`config.mk`:
```
export PLATFORM = sky130hd
export DESIGN_NAME = neural_net_seq
export DESIGN_NICKNAME = d
export VERILOG_FILES = /design/src/rtl/neural_net_seq.sv
export SDC_FILE = /design/constraint.sdc
export NUM_CORES = 1
export LEC_CHECK = 0
export ABC_AREA = 1
export CAP_MARGIN = 20
export CORE_AREA = 5 5 42 44
export DETAILED_ROUTE_END_ITERATION = 10
export DIE_AREA = 0 0 47 49
export DONT_BUFFER_PORTS = 1
export PLACE_DENSITY = 0.65
export SKIP_LAST_GASP = 1
export SYNTH_ARGS = -nofsm -noshare
export SYNTH_HDL_FRONTEND = slang
export SYNTH_SLANG_ARGS = --single-unit
```
`constraint.sdc`:
```
create_clock -name clk -period 4.05 [get_ports clk]
set_clock_uncertainty 0.1 [all_clocks]
set_input_delay 0.6075 -clock clk [delete_from_list [all_inputs] [get_ports clk]]
set_output_delay 0.6075 -clock clk [all_outputs]
set_load 0.02 [all_outputs]
```
`src/rtl/neural_net_seq.sv`:
```
// ---------------------------------------------------------------------------
// neural_net_seq
//
// Sequencer for a small neural-net datapath. A learn request streams kernel
// and weight words into their memories; a classify request walks the weight
// memory with the kernel words held on fixed addresses and fires a one-cycle
// start pulse to the datapath. Each completed operation ends with a
// one-cycle done pulse. Abort drops the current operation without a done
// pulse.
//
// Parameters
//   ADDR_W   memory address width
//   N_KERN   kernel words per learn, also the kernel-memory port count
//   W_WORDS  weight words per learn/classify
//   W_PORTS  weight-memory port count (must divide W_WORDS)
//
// Ports
//   clk       in   clock
//   rst_n     in   asynchronous active-low reset
//   learn     in   learn request (sampled in IDLE)
//   classify  in   classify request (sampled in IDLE, learn has priority)
//   abort     in   terminate current LEARN/CLASSIFY
//   busy      out  high while in LEARN or CLASSIFY
//   done      out  one-cycle completion pulse
//   en        out  classify-start pulse to the datapath
//   kmem_a    out  kernel addresses, port k at [k*ADDR_W +: ADDR_W]
//   kmem_web  out  kernel active-low write enables
//   kmem_csb, kmem_oeb  out  kernel chip/output enables (tied low)
//   wmem_a    out  weight addresses, port p at [p*ADDR_W +: ADDR_W]
//   wmem_web  out  weight active-low write enables
//   wmem_csb, wmem_oeb  out  weight chip/output enables (tied low)
// ---------------------------------------------------------------------------
//   state    | meaning
//   ---------+-------------------------------------------------------------
//   IDLE     | waiting for learn/classify, cnt held at 0
//   LEARN    | writing kernel words (port 0) and weight words (all ports)
//   CLASSIFY | reading weight words, kernel ports on fixed addresses
//   DONE     | one-cycle done pulse, then back to IDLE
// ---------------------------------------------------------------------------
module neural_net_seq #(
    parameter int ADDR_W  = 5,
    parameter int N_KERN  = 2,
    parameter int W_WORDS = 8,
    parameter int W_PORTS = 2
) (
    input  logic                      clk,
    input  logic                      rst_n,
    input  logic                      learn,
    input  logic                      classify,
    input  logic                      abort,
    output logic                      busy,
    output logic                      done,
    output logic                      en,
    output logic [N_KERN*ADDR_W-1:0]  kmem_a,
    output logic [N_KERN-1:0]         kmem_web,
    output logic                      kmem_csb,
    output logic                      kmem_oeb,
    output logic [W_PORTS*ADDR_W-1:0] wmem_a,
    output logic [W_PORTS-1:0]        wmem_web,
    output logic                      wmem_csb,
    output logic                      wmem_oeb
);

    localparam int W_ROWS    = W_WORDS / W_PORTS;
    localparam int LEARN_CYC = (N_KERN > W_ROWS) ? N_KERN : W_ROWS;
    localparam int CLS_CYC   = W_ROWS;
    localparam int MAX_CYC   = (LEARN_CYC > CLS_CYC) ? LEARN_CYC : CLS_CYC;
    localparam int CNT_W     = $clog2(MAX_CYC + 1);

    // Compare constants sized to the counter so no comparison mixes widths.
    localparam logic [CNT_W-1:0] K_END  = CNT_W'(N_KERN);
    localparam logic [CNT_W-1:0] W_END  = CNT_W'(W_ROWS);
    localparam logic [CNT_W-1:0] L_LAST = CNT_W'(LEARN_CYC - 1);
    localparam logic [CNT_W-1:0] C_LAST = CNT_W'(CLS_CYC - 1);

    if (W_WORDS % W_PORTS != 0) begin : g_bad_ports
        $error("neural_net_seq: W_WORDS must be a multiple of W_PORTS");
    end
    if (N_KERN < 1 || N_KERN > 2**ADDR_W) begin : g_bad_kern
        $error("neural_net_seq: N_KERN out of range");
    end
    if (W_WORDS > 2**ADDR_W) begin : g_bad_words
        $error("neural_net_seq: W_WORDS exceeds address space");
    end

    typedef enum logic [1:0] {
        IDLE,
        LEARN,
        CLASSIFY,
        DONE
    } state_t;

    state_t           state, state_nxt;
    logic [CNT_W-1:0] cnt, cnt_nxt;

    assign kmem_csb = 1'b0;
    assign kmem_oeb = 1'b0;
    assign wmem_csb = 1'b0;
    assign wmem_oeb = 1'b0;

    always_ff @(posedge clk or negedge rst_n) begin
        if (!rst_n) begin
            state <= IDLE;
            cnt   <= '0;
        end else begin
            state <= state_nxt;
            cnt   <= cnt_nxt;
        end
    end

    always_comb begin
        state_nxt = state;
        cnt_nxt   = '0;
        busy      = 1'b0;
        done      = 1'b0;
        en        = 1'b0;
        kmem_a    = '0;
        kmem_web  = '1;
        wmem_a    = '0;
        wmem_web  = '1;

        case (state)
            IDLE: begin
                if (learn) begin
                    state_nxt = LEARN;
                end else if (classify) begin
                    state_nxt = CLASSIFY;
                end
            end

            LEARN: begin
                busy = 1'b1;
                // Only port 0 carries kernel writes; abort gates the strobe
                // but leaves the address visible.
                if (cnt < K_END) begin
                    kmem_a[0 +: ADDR_W] = ADDR_W'(cnt);
                    kmem_web[0]         = abort;
                end
                if (cnt < W_END) begin
                    for (int p = 0; p < W_PORTS; p++) begin
                        wmem_a[p*ADDR_W +: ADDR_W] =
                            ADDR_W'(cnt) * ADDR_W'(W_PORTS) + ADDR_W'(p);
                        wmem_web[p] = abort;
                    end
                end
                if (abort) begin
                    state_nxt = IDLE;
                end else if (cnt == L_LAST) begin
                    state_nxt = DONE;
                end else begin
                    cnt_nxt = cnt + CNT_W'(1);
                end
            end

            CLASSIFY: begin
                busy = 1'b1;
                en   = (cnt == '0) && !abort;
                for (int k = 0; k < N_KERN; k++) begin
                    kmem_a[k*ADDR_W +: ADDR_W] = ADDR_W'(k);
                end
                for (int p = 0; p < W_PORTS; p++) begin
                    wmem_a[p*ADDR_W +: ADDR_W] =
                        ADDR_W'(cnt) * ADDR_W'(W_PORTS) + ADDR_W'(p);
                end
                if (abort) begin
                    state_nxt = IDLE;
                end else if (cnt == C_LAST) begin
                    state_nxt = DONE;
                end else begin
                    cnt_nxt = cnt + CNT_W'(1);
                end
            end

            DONE: begin
                done      = 1'b1;
                state_nxt = IDLE;
            end

            default: begin
                state_nxt = IDLE;
            end
        endcase
    end

endmodule

```
==> metrics.yaml <==
p_sw_mw: 0.2138
nNetsFinal: 96
yosysUniqueCellTypes: 15
ant_nets: 0
core_um2: 1401
dr.pass1.iters: 3
worstPathCellList: "inv_1 -> ha_1 -> inv_2 -> a21oi_1"
synth_warnings: 0
p_clk_frac: 0.147
dp_cells: 92
slowest_delay_ns: 0.69
clk_latency_ns: 0.24
tightest_slew_ns: 0.8628
grt_max_degree: 9
finalCritPeriodShare: 0.6831
track_usage: 0.1020
cts_buffers: 3
min_path_type: "primary input to flop"
synth_top_family_by_area: "buffers and inverters"
pwr-share-comb: 0.623
synth_seq_cells: 5
clock.fmax_ghz: 0.3614
instances_no_fill: 97
p_leak_nw: 0.3169
fp.dieH_um: 49
powerDensity_nw_per_um2: 679.1
grt_pass1_vias: 393
synthCells: 80
synthAdderAreaFrac: 0.1919
holdWs_ns: 0.3380
fin_crit_ns: 2.767
async_flop_share: 1.000
cts_setup_buffers: 0
cap_viol_max_count: 0
cts-root-buf: "clkbuf_4"
portBuffers: 0
r2r_slack_ns: 2.37
wl_per_cell_um: 10.81
worstPathRequired_ns: 3.34
pwr-share-seq: 0.230
antenna_found_initial: 0
cts_tree: "built"
p_int_mw: 0.1668
area_delta_synth_final_pct: -4.478
path_class: "flop to primary output"
postSynthAreaPerCell_um2: 7.335
clk_path_buf_depth: 2
synth.top_cells.by_area: "buf_4, dfrtp_1, ha_1, nand2_1, inv_1"
finalSetupTns_ns: 0
cp-start-kind: "flop"
synth.cells.most_frequent: "buf_4, nand2_1, ha_1"
clk_pin_slew_worst_paths_ns: 0.04
core.rowCount: 14
synth.most_common_cell: "buf_4"
num_vias: 409
critPathSlowestCell: "a21oi_1"
via_per_inst: 4.216
start_util: 0.4188
synthFlopType: "dfrtp_1"
synth_top_area_share: 0.2559
die_w_um: 47
path_max_fanout: 7
htreeDepth: 1
vdd_ir_drop_max_uv: 320.5
drive_gt1_frac: 0.1358
synth_top_cell_by_area: "buf_4"
swShare: 0.5618
drc: 0
gp_congestion: 0.8298
rsz0062_at_grt: "false"
synth_xor_area_frac: 0
netlist_area_um2: 586.8
antennaDiodeCount: 0
setup_viol: 0
die_area_um2: 2303
grt_pass1_wl_um: 1690
first_iter_violations: 8
routed_wl_um: 1049
yosys.area_share.simple: 0.2367
finalHoldViolCount: 0
crit_arrival_ns: 2.06
max_slew_margin: 0.4266
ios: 36
grt_overflow: 0
ys_seq_area_frac: 0.2132
crit_path_end_kind: "primary output"
synth_mux_area_frac: 0
cts_sinks: 5
fillers: 154
synth_edf_count: 0
dp_hpwl_um: 922.2
status: "complete, no violations"
slew_viol_final: 0
synth_compound_area_frac: 0.02559
## metrics by stage
step / power (mW) / utilization / setup WS (ns) / instance area (um^2)
final: 0.3806 / 0.4000 / 1.283 / 560.5
after global routing: 0.4162 / 0.4000 / 1.179 / 560.5
after CTS: 0.3870 / 0.4000 / 1.265 / 560.5
after detailed placement: 0.3261 / 0.3741 / 1.519 / 524.3
after global placement: 0.3196 / 0.3741 / 1.589 / 524.3
after floorplan: 0.3037 / - / 1.516 / 639.4
## layer usage
| layer | global-route usage | part of all wire |
|---|---|---|
| met5 | 0 | 0 |
| met2 | 0.1538 | 0.51 |
| met3 | 0.05904 | 0.12 |
| met4 | 0.02765 | 0 |
| met1 | 0.1208 | 0.37 |
## what timing repair did
action                                 in CTS  in global routing
endpoints found under the hold margin       5                  0
hold buffers                                1                  0
resized for setup                           0                  0
## layout make-up
type	instances	area, um^2	area share
Sequential cell	5	125.1	0.2232
Inverter	10	37.54	0.06696
Timing Repair Buffer	3	25.02	0.04464
Multi-Input combinational cell	59	326.6	0.5826
Clock buffer	4	26.28	0.04687
Tap cell	16	20.02	0.03571
## flip-flops by register name, indices dropped and copies added, names as in the netlist
register,count
state,2
cnt,3
## cells by family after synthesis
family	Yosys count
adder cells (fa/ha/maj)	9
AO/OA/AOI/OAI	3
AND/OR/NAND/NOR	31
buffers and inverters	30
flip-flops	5
other	2
## power by group through the flow
stage | Clock [mW] | Combinational, mW | Sequential (mW)
after floorplan | 0 | 0.221 | 0.0829
after global placement | 0 | 0.233 | 0.0866
after detailed placement | 0 | 0.237 | 0.0892
after CTS | 0.0587 | 0.240 | 0.0881
after global routing | 0.0613 | 0.264 | 0.0911
final | 0.0558 | 0.237 | 0.0876
## path summary, 6_finish.rpt
path | end | startpoint | cells past startpoint
min reg2reg | cnt[0]$_DFF_PN0_ | cnt[0]$_DFF_PN0_ | 1
min | cnt[2]$_DFF_PN0_ | abort | 1
max | wmem_a[1] | state[0]$_DFFE_PN0P_ | 4
max reg2reg | state[0]$_DFFE_PN0P_ | state[0]$_DFFE_PN0P_ | 8
min in group asynchronous | cnt[2]$_DFF_PN0_ | rst_n | 1
max in group asynchronous | state[0]$_DFFE_PN0P_ | rst_n | 1
## cells in the final DEF, fill, tap and decap left out
cell            n
conb_1         16
nand2_1        14
ha_1            9
inv_1           7
nand3_1         5
dfrtp_1         5
nor2_1          4
inv_2           3
a21oi_1         3
nor3_1          3
clkbuf_4        3
nand2_2         2
buf_4           2
nor2_2          1
nor4_1          1
nand4_1         1
clkbuf_1        1
dlygate4sd3_1   1
## worst max-delay path: cells and delay by family, from the launching register on
kind                       cells  cell delay (ns)
buffers and inverters          2             0.25
adders and majority gates      1             0.47
DFF                            1             0.41
AOI/OAI and AO/OA              1             0.69
Note: power is estimated with default switching activity, not from simulation.
